**src/rtl/bank_burst_sequencer.sv**
```systemverilog
// Burst sequencer between a command host and the per-bank ports of a DRAM Chip model.
// Drives BL beats of row/column/data to one bank and assembles read beats into one burst word.
module bank_burst_sequencer #(
  parameter int BGWIDTH      = 2,
  parameter int BAWIDTH      = 2,
  parameter int COLWIDTH     = 10,
  parameter int CHWIDTH      = 5,
  parameter int DEVICE_WIDTH = 4,
  parameter int BL           = 8,
  parameter int RDLAT        = 1
) (
  input  logic                         clk,
  input  logic                         rst,
  input  logic                         cmd_valid,
  output logic                         cmd_ready,
  input  logic                         cmd_we,
  input  logic [BGWIDTH-1:0]           cmd_bg,
  input  logic [BAWIDTH-1:0]           cmd_ba,
  input  logic [CHWIDTH-1:0]           cmd_row,
  input  logic [COLWIDTH-1:0]          cmd_col,
  input  logic [BL*DEVICE_WIDTH-1:0]   cmd_wdata,
  output logic                         rd_valid,
  output logic [BL*DEVICE_WIDTH-1:0]   rd_data,
  output logic                         rd_o_wr [(2**BGWIDTH)-1:0][(2**BAWIDTH)-1:0],
  output logic [DEVICE_WIDTH-1:0]      dqin    [(2**BGWIDTH)-1:0][(2**BAWIDTH)-1:0],
  output logic [CHWIDTH-1:0]           row     [(2**BGWIDTH)-1:0][(2**BAWIDTH)-1:0],
  output logic [COLWIDTH-1:0]          column  [(2**BGWIDTH)-1:0][(2**BAWIDTH)-1:0],
  input  logic [DEVICE_WIDTH-1:0]      dqout   [(2**BGWIDTH)-1:0][(2**BAWIDTH)-1:0]
);

  // state   | meaning
  // IDLE    | cmd_ready high, waiting for a command
  // WRITE   | driving write beats 0..BL-1 to the selected bank
  // RECOVER | one quiet cycle after a write burst
  // READ    | driving read beats 0..BL-1, capturing dqout RDLAT-1 cycles later
  // DRAIN   | collecting trailing read beats, then pulsing rd_valid

  localparam int NBG  = 2**BGWIDTH;
  localparam int NBA  = 2**BAWIDTH;
  localparam int DW   = DEVICE_WIDTH;
  localparam int LBL  = $clog2(BL);
  localparam int TW   = $clog2(BL + RDLAT + 1);

  localparam logic [TW-1:0]       BEAT_LAST  = TW'(BL - 1);
  localparam logic [TW-1:0]       VALID_TICK = TW'(BL + RDLAT - 1);
  localparam logic [TW-1:0]       DRAIN_LAST = TW'(BL + RDLAT);
  localparam logic [TW:0]         CAP_LO     = (TW+1)'(RDLAT);
  localparam logic [TW:0]         CAP_HI     = (TW+1)'(RDLAT + BL);
  localparam logic [COLWIDTH-1:0] WRAP_MASK  = COLWIDTH'(BL - 1);

  typedef enum logic [2:0] {
    S_IDLE,
    S_WRITE,
    S_RECOVER,
    S_READ,
    S_DRAIN
  } state_t;

  state_t                    state_q,  state_d;
  logic [TW-1:0]             tick_q,   tick_d;
  logic [BGWIDTH-1:0]        bg_q,     bg_d;
  logic [BAWIDTH-1:0]        ba_q,     ba_d;
  logic [CHWIDTH-1:0]        row_q,    row_d;
  logic [COLWIDTH-1:0]       col_q,    col_d;
  logic [BL*DW-1:0]          wdata_q,  wdata_d;
  logic [BL*DW-1:0]          cap_q,    cap_d;
  logic [BL*DW-1:0]          rd_data_q, rd_data_d;
  logic                      rd_valid_q, rd_valid_d;

  logic                      bank_we_q  [NBG-1:0][NBA-1:0];
  logic                      bank_we_d  [NBG-1:0][NBA-1:0];
  logic [DW-1:0]             bank_dq_q  [NBG-1:0][NBA-1:0];
  logic [DW-1:0]             bank_dq_d  [NBG-1:0][NBA-1:0];
  logic [CHWIDTH-1:0]        bank_row_q [NBG-1:0][NBA-1:0];
  logic [CHWIDTH-1:0]        bank_row_d [NBG-1:0][NBA-1:0];
  logic [COLWIDTH-1:0]       bank_col_q [NBG-1:0][NBA-1:0];
  logic [COLWIDTH-1:0]       bank_col_d [NBG-1:0][NBA-1:0];

  logic                      accept;
  logic [TW:0]               tick_p1;
  logic                      cap_en;
  logic [LBL-1:0]            cap_beat;
  logic [LBL-1:0]            beat;
  logic                      drive;
  logic [COLWIDTH-1:0]       beat_col;
  logic [DW-1:0]             beat_dq;

  assign accept = cmd_valid && (state_q == S_IDLE);

  always_comb begin
    state_d = state_q;
    tick_d  = tick_q;
    bg_d    = bg_q;
    ba_d    = ba_q;
    row_d   = row_q;
    col_d   = col_q;
    wdata_d = wdata_q;
    unique case (state_q)
      S_IDLE: begin
        if (accept) begin
          state_d = cmd_we ? S_WRITE : S_READ;
          tick_d  = '0;
          bg_d    = cmd_bg;
          ba_d    = cmd_ba;
          row_d   = cmd_row;
          col_d   = cmd_col;
          wdata_d = cmd_wdata;
        end
      end
      S_WRITE: begin
        if (tick_q == BEAT_LAST) begin
          state_d = S_RECOVER;
          tick_d  = '0;
        end else begin
          tick_d = tick_q + 1'b1;
        end
      end
      S_RECOVER: begin
        state_d = S_IDLE;
      end
      S_READ: begin
        tick_d = tick_q + 1'b1;
        if (tick_q == BEAT_LAST) state_d = S_DRAIN;
      end
      S_DRAIN: begin
        if (tick_q == DRAIN_LAST) begin
          state_d = S_IDLE;
          tick_d  = '0;
        end else begin
          tick_d = tick_q + 1'b1;
        end
      end
      default: begin
        state_d = S_IDLE;
        tick_d  = '0;
      end
    endcase
  end

  // Beat k is presented while tick == k and sampled RDLAT-1 ticks later.
  always_comb begin
    tick_p1  = {1'b0, tick_q} + 1'b1;
    cap_en   = ((state_q == S_READ) || (state_q == S_DRAIN)) &&
               (tick_p1 >= CAP_LO) && (tick_p1 < CAP_HI);
    cap_beat = LBL'(tick_p1 - CAP_LO);
    cap_d    = cap_q;
    if (cap_en) cap_d[int'(cap_beat)*DW +: DW] = dqout[bg_q][ba_q];
    rd_valid_d = (state_q == S_DRAIN) && (tick_q == VALID_TICK);
    rd_data_d  = rd_valid_d ? cap_q : rd_data_q;
  end

  // Chip-facing values are computed from next state so the registers show beat k during its cycle.
  always_comb begin
    drive    = (state_d == S_WRITE) || (state_d == S_READ);
    beat     = tick_d[LBL-1:0];
    beat_col = (col_d & ~WRAP_MASK) | ((col_d + COLWIDTH'(beat)) & WRAP_MASK);
    beat_dq  = wdata_d[int'(beat)*DW +: DW];
    for (int g = 0; g < NBG; g++) begin
      for (int b = 0; b < NBA; b++) begin
        bank_we_d[g][b]  = 1'b0;
        bank_dq_d[g][b]  = '0;
        bank_row_d[g][b] = '0;
        bank_col_d[g][b] = '0;
      end
    end
    if (drive) begin
      bank_we_d[bg_d][ba_d]  = (state_d == S_WRITE);
      bank_dq_d[bg_d][ba_d]  = (state_d == S_WRITE) ? beat_dq : '0;
      bank_row_d[bg_d][ba_d] = row_d;
      bank_col_d[bg_d][ba_d] = beat_col;
    end
  end

  always_ff @(posedge clk or posedge rst) begin
    if (rst) begin
      state_q    <= S_IDLE;
      tick_q     <= '0;
      bg_q       <= '0;
      ba_q       <= '0;
      row_q      <= '0;
      col_q      <= '0;
      wdata_q    <= '0;
      cap_q      <= '0;
      rd_data_q  <= '0;
      rd_valid_q <= 1'b0;
      bank_we_q  <= '{default: 1'b0};
      bank_dq_q  <= '{default: '0};
      bank_row_q <= '{default: '0};
      bank_col_q <= '{default: '0};
    end else begin
      state_q    <= state_d;
      tick_q     <= tick_d;
      bg_q       <= bg_d;
      ba_q       <= ba_d;
      row_q      <= row_d;
      col_q      <= col_d;
      wdata_q    <= wdata_d;
      cap_q      <= cap_d;
      rd_data_q  <= rd_data_d;
      rd_valid_q <= rd_valid_d;
      bank_we_q  <= bank_we_d;
      bank_dq_q  <= bank_dq_d;
      bank_row_q <= bank_row_d;
      bank_col_q <= bank_col_d;
    end
  end

  assign cmd_ready = (state_q == S_IDLE);
  assign rd_valid  = rd_valid_q;
  assign rd_data   = rd_data_q;
  assign rd_o_wr   = bank_we_q;
  assign dqin      = bank_dq_q;
  assign row       = bank_row_q;
  assign column    = bank_col_q;

endmodule

```
**config.mk**
```make
export PLATFORM = sky130hd
export DESIGN_NAME = bank_burst_sequencer
export DESIGN_NICKNAME = d
export VERILOG_FILES = /design/src/rtl/bank_burst_sequencer.sv
export SDC_FILE = /design/constraint.sdc
export NUM_CORES = 1
export LEC_CHECK = 0
export ABC_CLOCK_PERIOD_IN_PS = 27400
export CELL_PAD_IN_SITES_DETAIL_PLACEMENT = 1
export CELL_PAD_IN_SITES_GLOBAL_PLACEMENT = 2
export CORE_AREA = 4 4 223 225
export DETAILED_ROUTE_END_ITERATION = 10
export DIE_AREA = 0 0 227 229
export GPL_TIMING_DRIVEN = 0
export MAX_ROUTING_LAYER = met4
export PLACE_DENSITY_LB_ADDON = 0.1
export SYNTH_ARGS = -nofsm -noshare
export SYNTH_HDL_FRONTEND = slang
export SYNTH_SLANG_ARGS = --single-unit
```
**constraint.sdc**
```tcl
create_clock -name clk -period 27.4 [get_ports clk]
set_input_delay 6.85 -clock clk [delete_from_list [all_inputs] [get_ports clk]]
set_output_delay 6.85 -clock clk [all_outputs]
set_load 0.01 [all_outputs]
```
Word level (Yosys, flattened, before mapping)
Cells that the tools add are included.
{"block": "word_totals", "ff_bits": 443, "latch_bits": 0, "mem_bits_rw": 0, "mem_bits_ro": 0, "in_bits": 119, "output_inout_bits": 354, "memories": 0}
{"block": "op_classes", "n_addsub": 5, "n_mul": 0, "div_mod_pow": 0, "magnitude_cmp": 8, "n_eq_ne": 10, "n_shift": 3, "muxes": 46, "bitwise_logic": 6, "reduce_logical": 10}
{"cell": "160-bit bitwise AND", "n": 1}
{"cell": "160-bit 2-to-1 mux", "n": 1}
{"cell": "80-bit bitwise AND", "n": 1}
{"cell": "40-bit demux with 2-bit select", "n": 1}
{"cell": "80-bit 2-to-1 mux", "n": 1}
{"cell": "64-bit bitwise AND", "n": 1}
{"cell": "32-bit 2-to-1 mux", "n": 2}
{"cell": "64-bit 2-to-1 mux", "n": 1}
{"cell": "16-bit 2-to-1 mux", "n": 3}
{"cell": "20-bit demux with 2-bit select", "n": 1}
{"cell": "40-bit 2-to-1 mux", "n": 1}
{"cell": "5-bit negation with 33-bit output", "n": 1}
{"cell": "4-bit by 33-bit variable shift with 32-bit output, first input constant", "n": 1}
{"cell": "4-bit by 33-bit indexed part select with 32-bit output", "n": 1}
{"cell": "16-bit binary-select mux with 2-bit select", "n": 1}
{"cell": "32-bit bitwise mux", "n": 1}
{"cell": "16-bit demux with 2-bit select", "n": 1}
{"cell": "32-bit by 6-bit indexed part select with 4-bit output", "n": 1}
{"cell": "10-bit 2-to-1 mux", "n": 3}
{"cell": "4-bit 2-to-1 mux", "n": 7}
{"cell": "10-bit demux with 2-bit select", "n": 1}
{"cell": "20-bit 2-to-1 mux", "n": 1}
{"cell": "4-bit one-hot mux with 5 select lines", "n": 1}
{"cell": "16-bit bitwise AND", "n": 1}
{"cell": "29 further kinds", "n": 53}

Depth between registers and ports, before layout
{"block": "depth", "depth_word": 12, "ltp_mapped": 13}

Worst setup path before layout
OpenSTA, ideal clock, no wires.
{"block": "synth_path", "path_type": "input-to-reg", "start": "input cmd_valid", "end": "register bank_col_q, in the netlist column[102]", "setup_ps": 126, "arrival_time_ps": 9468, "required_ps": 27274, "path_slack_ps": 17806, "path_stages": 12, "path_buffers": 5, "path_cell_list": "nor4b_2 buf_4 buf_6 buf_6 buf_2 mux2_2 ha_1 fa_1 xor2_1 xnor2_1 buf_2 nor2_1"}
{"element": "from (decl)", "line_no": "14", "source": "input logic cmd_valid,"}
{"element": "to (signal assigned)", "line_no": "204", "source": "bank_col_q <= bank_col_d;"}
{"element": "to (decl)", "line_no": "76", "source": "logic [COLWIDTH-1:0] bank_col_q [NBG-1:0][NBA-1:0];"}

==> metrics <==
routability-driven placement congestion ratio 0.791; total CTS buffers 47; critical-path maximum fanout 10; Crit Path Class in2reg; final count of negative-setup-slack endpoints 0; largest family of logic cells by synthesized area simple AND/OR/NAND/NOR gates; vias 10.9k; Hold Buf Count CTS 0; vias in the first global route 12.3k; CP Data Arrival Time 10910 ps; reg-to-reg slack, setup 23120 ps; Mapped Cells 1214; fmax 95.5 MHz; GRT overflow 0; layout cells sized above 1 12.3%; fin util 48.1%; mux share of post-synthesis cell area 9.77%; buffers added on ports 472; largest net degree at the start of global routing 123; Async SR Flop Fraction 100%; post-synthesis register bit count 443; global route hottest layer met2; Final Hold Fails 0; Post-synth top flop dfrtp_1; Crit path required time 27840 ps; Die X 227 microns; clock skew 25.2 ps; die height 229 microns; first-pass GRT wire length 82300 microns; clk sinks 443; Peak VDD IR 60.4 uV; most common cell after layout, fill and taps aside clkdlybuf4s50_1; simple-gate portion of the synthesized area 13.3%; Synth warnings 0; antenna-violating nets left 0; most frequent cells in the layout clkdlybuf4s50_1, dfrtp_1, nor2_1; site row count 80; Synth cell types 47; xor/xnor cell area share of the yosys netlist 0.224%; Tot GR Track Use 21.9%; register area share after synthesis 70.9%; Post-synth EDFFs 0; post-synthesis net count 1343; Yosys top cell by area dfrtp_1; startpoint class of the critical path input pin; post-synthesis compound-gate area fraction 1.27%; initial drt markers 402; Worst Hold Class reg2reg; DR vias/cell 4.57; CTS root buf clkbuf_16; max-cap viol count 0; initial antenna violation count 1; worst slew pin tran 907 ps; Worst Path Buf+Inv 6; CP endpoint kind register; area share of fa/ha/maj cells after synthesis 0.849%; CTS tree yes; nets@finish 1867; slowest CP cell xnor2_1; Worst-Skew Late Latency 590 ps; setup_tns 0 ps; postcts setup bufs 0; crit path time final 10470 ps; largest cells by area after synthesis dfrtp_1, nor2_1, mux2_2; Max-slew headroom 37.8%; critical path, cell by cell clkdlybuf4s50_1, nor4b_2, buf_4, buf_6, buf_6, buf_2, mux2_2, ha_1, fa_1, xor2_1, xnor2_1, buf_2, nor2_1; Final period util 38.2%; Pwr Total 2.43 mW; max incr delay on CP 700 ps; Post-Syn Area 15600 sq um; IO Count 473; CTS max path bufs 3; area grow syn2layout 46.3%; Initial DRT Pass Iterations 4; syn avg cell area 12.9 sq um; DRC Markers 0; CTS-repair resized insts 0; delay-heaviest family, CP buffers and inverters; unrepaired setup endpoints after global routing false; DIE AREA 52000 sq um; WL final 55400 microns; Pins Over Slew Limit 0; GR Util met3 7.32%; clk slew on worst S/H paths 60 ps; starting density of the core 32.9%; PwrDens 106 nW/um^2; top cell type's share of synthesized area 70.9%; CORE AREA 47500 sq um; LEAKAGE 10.8 nW; wire length per cell 23.2 microns; met2 GRT Util 36.4%; detailed placer's ending HPWL 41600 microns; met1 usage 25.8%; CTS H-tree depth 2; status finished clean
where the power goes:
group	switching, mW	internal (mW)	total (mW)
clock network	0.262	0.404	0.665
registers	0.0506	0.786	0.836
logic	0.569	0.360	0.930
cells in the mapped netlist, drive strengths merged, types with 4 or more instances:
library cell	number
a22oi	4
and2	8
buf	22
clkbuf	46
dfrtp	443
ha	9
inv	49
mux2	60
mux2i	31
mux4	24
nand2	123
nand2b	17
nand3	12
nor2	315
nor3	7
o21ai	12
metal layers:
| layer | wire [microns] | share of wire, % |
|---|---|---|
| met1 | 21900 | 39 |
| met2 | 27700 | 50 |
| met4 | 1210 | 2.2 |
| met3 | 4670 | 8.4 |
| met5 | 0 | 0 |
tightest hold or removal path: stages (launching register included):
cell	delay [ps]
dfrtp_1	340
nand2_1	50
nand2_1	50
per-stage QoR:
stage / setup slack [ps] / std cells / cell area [sq um] / hold slack (ps)
final: 16930 / 2389 / 22900 / 470
after global routing: 16600 / 2389 / 22900 / 493
after CTS: 16760 / 2388 / 22900 / 475
after detailed placement: 16170 / 2304 / 21200 / 459
after global placement: 2880 / 2301 / 21100 / 453
after floorplan: 8210 / 1214 / 15600 / 433
state kept, by name, summed over array words and instances, names as in the netlist:
register  count
rd_data      32
tick_q        4
dqin         64
wdata_q      32
state_q       3
cap_q        32
row_q         5
row          80
rd_o_wr      16
col_q        10
column      160
bg_q          2
ba_q          2
rd_valid      1
cells by family after synthesis:
| kind of cell | after synthesis |
|---|---|
| flip-flops | 443 |
| multiplexers | 115 |
| AO/OA/AOI/OAI | 27 |
| AND/OR/NAND/NOR | 498 |
| buffers and inverters | 117 |
| adder cells (fa/ha/maj) | 10 |
| XOR/XNOR | 4 |
final timing paths:
kind	from	end	depth (start not counted)
max	cmd_valid	column[102]$_DFF_PP0_	13
min	cap_q[9]$_DFFE_PP0P_	rd_data[9]$_DFFE_PP0P_	2
max reg2reg	state_q[1]$_DFF_PP0_	column[102]$_DFF_PP0_	13
min reg2reg	cap_q[9]$_DFFE_PP0P_	rd_data[9]$_DFFE_PP0P_	2
max in group asynchronous	rst	rd_o_wr[10]$_DFF_PP0_	4
min in group asynchronous	rst	column[18]$_DFF_PP0_	2
final cells by class:
class                   count  area (sq um)
clock buffers              68          1450
inverters                  49           191
flip-flops and latches    443         11100
well taps                 615           769
repair buffers            475          4810
plain buffers              68           379
clock inverters            16           198
fillers                  4957         24700
multi-input cells         654          3980
diodes                      1          2.50
(Power assumes the default switching activity.)
